File: src/rtl/key_input_conditioner_pkg.sv
// Shared constants and the capture-state type for the key/switch input conditioner.
package key_input_conditioner_pkg;

  localparam int DEBOUNCE_CYCLES_DEFAULT = 500000;
  localparam int NUM_KEYS = 4;
  localparam int SW_W     = 16;
  localparam int KEY_LOAD = 1;

  typedef enum logic {
    IDLE = 1'b0,
    HOLD = 1'b1
  } cap_state_t;

endpackage

File: src/rtl/key_input_conditioner_key_debounce.sv
// One pushbutton: 2-flop synchronizer, stability counter, debounced level and
// single-cycle press/release pulses that coincide with the level change.
module key_debounce #(
  parameter int DEBOUNCE_CYCLES = 4
) (
  input  logic clk,
  input  logic reset,
  input  logic i_key_n,
  output logic o_level,
  output logic o_press,
  output logic o_release
);

  localparam int CNT_W = $clog2(DEBOUNCE_CYCLES);
  localparam logic [CNT_W-1:0] CNT_LAST = CNT_W'(DEBOUNCE_CYCLES - 1);

  logic [1:0]       r_sync;
  logic [CNT_W-1:0] r_cnt;
  logic             r_level;
  logic             r_press;
  logic             r_release;
  logic             w_sample;
  logic             w_differ;
  logic             w_done;

  // Synchronizer holds the raw active-low value; released state is 1.
  assign w_sample = ~r_sync[1];
  assign w_differ = w_sample ^ r_level;
  assign w_done   = w_differ && (r_cnt == CNT_LAST);

  always_ff @(posedge clk or posedge reset) begin
    if (reset) begin
      r_sync    <= 2'b11;
      r_cnt     <= '0;
      r_level   <= 1'b0;
      r_press   <= 1'b0;
      r_release <= 1'b0;
    end else begin
      r_sync    <= {r_sync[0], i_key_n};
      r_press   <= 1'b0;
      r_release <= 1'b0;
      if (!w_differ) begin
        r_cnt <= '0;
      end else if (w_done) begin
        r_cnt     <= '0;
        r_level   <= w_sample;
        r_press   <= w_sample;
        r_release <= ~w_sample;
      end else begin
        r_cnt <= r_cnt + 1'b1;
      end
    end
  end

  assign o_level   = r_level;
  assign o_press   = r_press;
  assign o_release = r_release;

endmodule

File: src/rtl/key_input_conditioner.sv
// Debounces four pushbuttons and captures the synchronized switch word on a
// press of the load key, handing it to a valid/ready consumer.
module key_input_conditioner
  import key_input_conditioner_pkg::*;
#(
  parameter int DEBOUNCE_CYCLES = DEBOUNCE_CYCLES_DEFAULT,
  parameter int LOAD_KEY        = KEY_LOAD
) (
  input  logic                clk,
  input  logic                reset,
  input  logic [NUM_KEYS-1:0] key_n,
  input  logic [SW_W-1:0]     sw,
  output logic [NUM_KEYS-1:0] key_level,
  output logic [NUM_KEYS-1:0] key_press,
  output logic [NUM_KEYS-1:0] key_release,
  output logic [SW_W-1:0]     data_out,
  output logic                data_valid,
  input  logic                data_ready,
  output logic                overrun
);

  logic [NUM_KEYS-1:0] w_level;
  logic [NUM_KEYS-1:0] w_press;
  logic [NUM_KEYS-1:0] w_release;

  generate
    for (genvar gi = 0; gi < NUM_KEYS; gi++) begin : g_key
      key_debounce #(
        .DEBOUNCE_CYCLES(DEBOUNCE_CYCLES)
      ) u_key_debounce (
        .clk       (clk),
        .reset     (reset),
        .i_key_n   (key_n[gi]),
        .o_level   (w_level[gi]),
        .o_press   (w_press[gi]),
        .o_release (w_release[gi])
      );
    end
  endgenerate

  assign key_level   = w_level;
  assign key_press   = w_press;
  assign key_release = w_release;

  logic [SW_W-1:0] r_sw_meta;
  logic [SW_W-1:0] r_sw_sync;
  cap_state_t      r_state;
  cap_state_t      w_state_next;
  logic [SW_W-1:0] r_data;
  logic            r_overrun;
  logic            w_load;
  logic            w_set_overrun;
  logic            w_load_press;

  assign w_load_press = w_press[LOAD_KEY];

  always_ff @(posedge clk or posedge reset) begin
    if (reset) begin
      r_sw_meta <= '0;
      r_sw_sync <= '0;
      r_state   <= IDLE;
      r_data    <= '0;
      r_overrun <= 1'b0;
    end else begin
      r_sw_meta <= sw;
      r_sw_sync <= r_sw_meta;
      r_state   <= w_state_next;
      if (w_load)
        r_data <= r_sw_sync;
      if (w_set_overrun)
        r_overrun <= 1'b1;
    end
  end

  // A press arriving while a word is still pending is dropped unless the
  // consumer takes the old word in that same cycle.
  always_comb begin
    w_state_next  = r_state;
    w_load        = 1'b0;
    w_set_overrun = 1'b0;
    case (r_state)
      IDLE: begin
        if (w_load_press) begin
          w_load       = 1'b1;
          w_state_next = HOLD;
        end
      end
      HOLD: begin
        if (w_load_press && data_ready) begin
          w_load = 1'b1;
        end else if (w_load_press) begin
          w_set_overrun = 1'b1;
        end else if (data_ready) begin
          w_state_next = IDLE;
        end
      end
      default: w_state_next = IDLE;
    endcase
  end

  assign data_out   = r_data;
  assign data_valid = (r_state == HOLD);
  assign overrun    = r_overrun;

endmodule

File: config.mk
export PLATFORM = sky130hd
export DESIGN_NAME = key_input_conditioner
export DESIGN_NICKNAME = d
export VERILOG_FILES = /design/src/rtl/key_input_conditioner_pkg.sv /design/src/rtl/key_input_conditioner_key_debounce.sv /design/src/rtl/key_input_conditioner.sv
export SDC_FILE = /design/constraint.sdc
export NUM_CORES = 1
export LEC_CHECK = 0
export ABC_CLOCK_PERIOD_IN_PS = 1930
export CAP_MARGIN = 0
export CORE_MARGIN = 4
export CORE_UTILIZATION = 63
export DETAILED_ROUTE_END_ITERATION = 8
export DONT_BUFFER_PORTS = 1
export PLACE_DENSITY = 0.86
export SYNTH_ARGS = -nofsm -noshare
export SYNTH_HDL_FRONTEND = slang
export SYNTH_HIERARCHICAL = 1
export SYNTH_SLANG_ARGS = --single-unit
File: constraint.sdc
create_clock -name clk -period 1.93 [get_ports clk]
set_input_delay 0.0965 -clock clk [delete_from_list [all_inputs] [get_ports clk]]
set_output_delay 0.0965 -clock clk [all_outputs]
set_load 0.02 [all_outputs]
==> results by group <==
Worst setup path
  • Worst Setup Path Type: register to register
  • Highest fanout seen on the critical path: 6
  • Critical Path Start Type: register
  • Worst endpoint data arrival time: ~2.3 ns
  • Data required time of the worst path: roughly 2.4 ns
  • Origin of the critical flop-to-flop path: g_key[3].u_key_debounce/r_cnt[0]$_DFF_PP0_
  • Crit path max-delay cell type: dfrtp_1
  • Kind of capture point of the worst setup path: register
  • Maximum cell stage delay along the critical path: roughly 0.43 ns
  • Worst-case reg-to-reg path depth: 5
  • Register-to-register path setup slack: between 0.08 and 0.09 ns
  • FF-to-FF End: g_key[3].u_key_debounce/r_cnt[18]$_DFF_PP0_
  • Critical-path cell list: ha_1, nand4_4, or2_1, or4_1, a21oi_1

Route
  • Total detailed-routing wirelength: around 13,000 um
  • Number of detailed-routing iterations run before antenna repair: 4
  • Final ANT Viol Nets: 0
  • Detailed-route DRC error count: 0
  • DRC marker count from the first detailed-route iteration: 163
  • Vias: a little over 4k
  • Mean number of vias per cell: approximately 5.7
  • Routed wirelength normalized by instance count: around 18 um

Clock network
  • Clock Sinks: 146
  • Number of H-tree levels: 4
  • CTS tree: done
  • Clock Root Buffer: clkbuf_8
  • CTS Buf Count: 17
  • Source-to-sink clock delay at the later pin of the worst-skew pair: roughly 0.52 ns
  • Clock transition at the registers of the reported paths: ~0.060 ns
  • Maximum number of buffers from clock root to sink: 2

Synth
  • Synth top area share: 0.537
  • Main synth FF type: dfrtp_1
  • Syn avg cell area: about 13 um^2
  • Distinct cell type count after synthesis: 35
  • Post-synthesis async set-or-reset flop share: 1.00
  • Top post-synthesis cells by area: dfrtp_1, xnor2_1, nor2_2
  • Part of the Yosys area used for sequential elements: 0.570
  • Post-Synthesis Net Count: between 500 and 600
  • Cells after Synth: roughly 510
  • Count leader, synth: dfrtp_1
  • Warnings, synthesis: 6
  • Summed instance area of the synthesized netlist: approximately 6400 um^2
  • Cell types with the highest counts after synthesis: dfrtp_1, xnor2_1, nor2_2, nand3_1, nor2_1
  • EDFF count, synth: 0
  • Seq cells post-synth: 146
  • Cell type contributing the most total cell area after synthesis: dfrtp_1

Floorplan
  • Vertical extent of the die: between 100 and 150 um
  • Number of placement rows: 36
  • Die width: roughly 110 um
  • Die Area: about 12,000 um^2
  • Starting density of the core: 0.652
  • Std-Cell Core Area: between 9000 and 10,000 um^2
  • Io pins: 53

Global route
  • Global route overflow: 0
  • GRT Total Usage: 0.240
  • Wire length of the first global-routing pass: between 20,000 and 25,000 um
  • Number of antenna violations at the first check in global routing: 0
  • Number of global-route vias before repair: between 4k and 5k
  • Largest net degree at the start of global routing: 36

Timing
  • Endpoints failing hold: 0
  • Final critical-path share of the clock period: 0.956
  • Minimum clock period: roughly 1.8 ns
  • Worst slew pin tran: just over 0.9 ns
  • Setup repair after global routing missed its margin: false
  • Worst slack on hold paths: about 0.12 ns
  • Achievable Freq: ~540 MHz
  • Post-route setup TNS: 0 ns
  • Clock skew: 0.00859 ns
  • Relative slew margins: 0.387
  • Final Max Tran Viols: 0
  • Final setup violation count: 0

Power
  • Static leakage: between 3 and 4 nW
  • Pwr Total: just under 7 mW
  • Areal power density over the cells: slightly above 900 nW/um^2
  • Worst vdd rail ir drop: approximately 560 uV

Worst hold path
  • Worst hold-check path type: input port to register
  • Worst hold path cell count: 1
  • Worst Min Path Start: key_n[0]
  • End point of the worst hold path: g_key[0].u_key_debounce/r_sync[0]$_DFF_PP1_

Layout
  • Multi-input gate area in the final layout: between 2000 and 3000 um^2
  • Area growth from synthesis to layout: 16.9%
  • Diode insertion count for antenna repair: 0
  • Share of final-layout standard cells stronger than drive strength 1: 0.256
  • # nets final: just under 600
  • Layout filler cell count: 589
  • Reg area: between 3000 and 4000 um^2

Place
  • Placer Congestion: approximately 0.90
  • Count of port buffers added during placement: 0
  • Sum of net half-perimeters after detailed placement: 8850 um

Job
  • Number of violations of the max-capacitance limit: 0

Status
  • Outcome: completed
==> placed cells by master, fill, tap and decap left out, types with 2 or more instances in the layout <==
master	n
ha_1	3
dfrtp_1	137
or4_1	4
dlygate4sd3_1	22
xor2_1	4
and2_1	4
inv_1	21
a21oi_1	8
o41ai_4	4
xnor2_1	60
nand2_1	21
nand4_4	4
or2_1	8
inv_6	4
clkbuf_16	16
o31ai_1	4
buf_4	12
and3_1	4
nor4_2	5
nor4_4	4
nand4_1	12
nor2_1	32
mux2i_1	8
nand4_2	4
clkbuf_8	2
nor4b_2	8
clkinv_4	4
nand3_1	36
dfstp_2	8
mux2_4	10
mux2_2	6
or4_4	4
nor4_1	15
bufinv_16	5
nor3_1	24
nor2_2	40
==> worst max-delay path: cells and delay by family, from the launching register on <==
family,cells,cell delay [ns]
AO/OA/AOI/OAI,1,0.16
adder cells (fa/ha/maj),1,0.29
flip-flops,1,0.43
AND/OR/NAND/NOR,3,0.88
==> how the worst max path moves through the flow <==
stage	startpoint	endpoint	slack, ns
2_1_floorplan	g_key[0].u_key_debounce/r_cnt[0]$_DFF_PP0_	g_key[0].u_key_debounce/r_cnt[18]$_DFF_PP0_	0.22
3_5_place_dp	g_key[0].u_key_debounce/r_cnt[0]$_DFF_PP0_	g_key[0].u_key_debounce/r_cnt[18]$_DFF_PP0_	0.05
6_report	g_key[3].u_key_debounce/r_cnt[0]$_DFF_PP0_	g_key[3].u_key_debounce/r_cnt[18]$_DFF_PP0_	0.08
4_1_cts	g_key[0].u_key_debounce/r_cnt[0]$_DFF_PP0_	g_key[0].u_key_debounce/r_cnt[18]$_DFF_PP0_	0.03
3_3_place_gp	g_key[1].u_key_debounce/r_cnt[0]$_DFF_PP0_	g_key[1].u_key_debounce/r_cnt[16]$_DFF_PP0_	0.20
5_1_grt	g_key[3].u_key_debounce/r_cnt[0]$_DFF_PP0_	g_key[3].u_key_debounce/r_cnt[18]$_DFF_PP0_	0.006
==> state kept, by name, indices dropped and copies added (netlist names), 4 cells and up <==
| signal | cells |
|---|---|
| g_key.u_key_debounce/r_cnt | 76 |
| data_out | 16 |
| r_sw_meta | 16 |
| r_sw_sync | 16 |
| g_key.u_key_debounce/r_sync | 8 |
| g_key.u_key_debounce/o_level | 4 |
| g_key.u_key_debounce/o_press | 4 |
| g_key.u_key_debounce/o_release | 4 |
==> cell type report <==
type / instances / share of cell area
clock buffer: 18 / 0.0569
tap: 133 / 0.0221
sequential: 146 / 0.488
timing repair buffer: 35 / 0.0439
inverter: 22 / 0.0110
clock inverter: 14 / 0.0300
multi-input combinational: 340 / 0.349
==> per-layer routing <==
layer | track usage | vias up | wire length (um)
li1 | - | 1894 | -
met1 | 0.300 | 1979 | 5370
met2 | 0.389 | 138 | 6370
met3 | 0.0657 | 33 | 714
met4 | 0.111 | 0 | 338
met5 | 0 | - | 0
==> cells by family (layout without fill, tap and decap cells) <==
logic type | Yosys count | count (layout) | share of synthesized area
AND/OR/NAND/NOR | 231 | 231 | 0.236
adder cells (fa/ha/maj) | 4 | 4 | 0.00778
buffers and inverters | 28 | 89 | 0.0241
flip-flops | 146 | 146 | 0.570
AO/OA/AOI/OAI | 17 | 17 | 0.0292
XOR/XNOR | 64 | 64 | 0.0872
multiplexers | 24 | 24 | 0.0463
==> power by group <==
part | internal [mW] | switching, mW | total, mW
clock | 2.29 | 1.29 | 3.58
combinational | 0.0823 | 0.127 | 0.209
sequential | 3.13 | 0.0497 | 3.18
==> metrics by stage <==
stage | instance area [um^2] | std cells | util | setup WS (ns)
after floorplan | 6430 | 514 | - | 0.219
after global placement | 6630 | 654 | 0.673 | 0.196
after detailed placement | 6630 | 654 | 0.673 | 0.0456
after CTS | 7510 | 708 | 0.761 | 0.0334
after global routing | 7520 | 708 | 0.762 | 0.00618
final | 7520 | 708 | 0.762 | 0.0847
==> what timing repair did <==
item,CTS,global route
endpoints found under the hold margin,160,0
resized for setup,0,3
setup endpoints to repair,0,3
buffers inserted,0,0
hold buffers,22,0
Power figures use the tool's default switching activity.
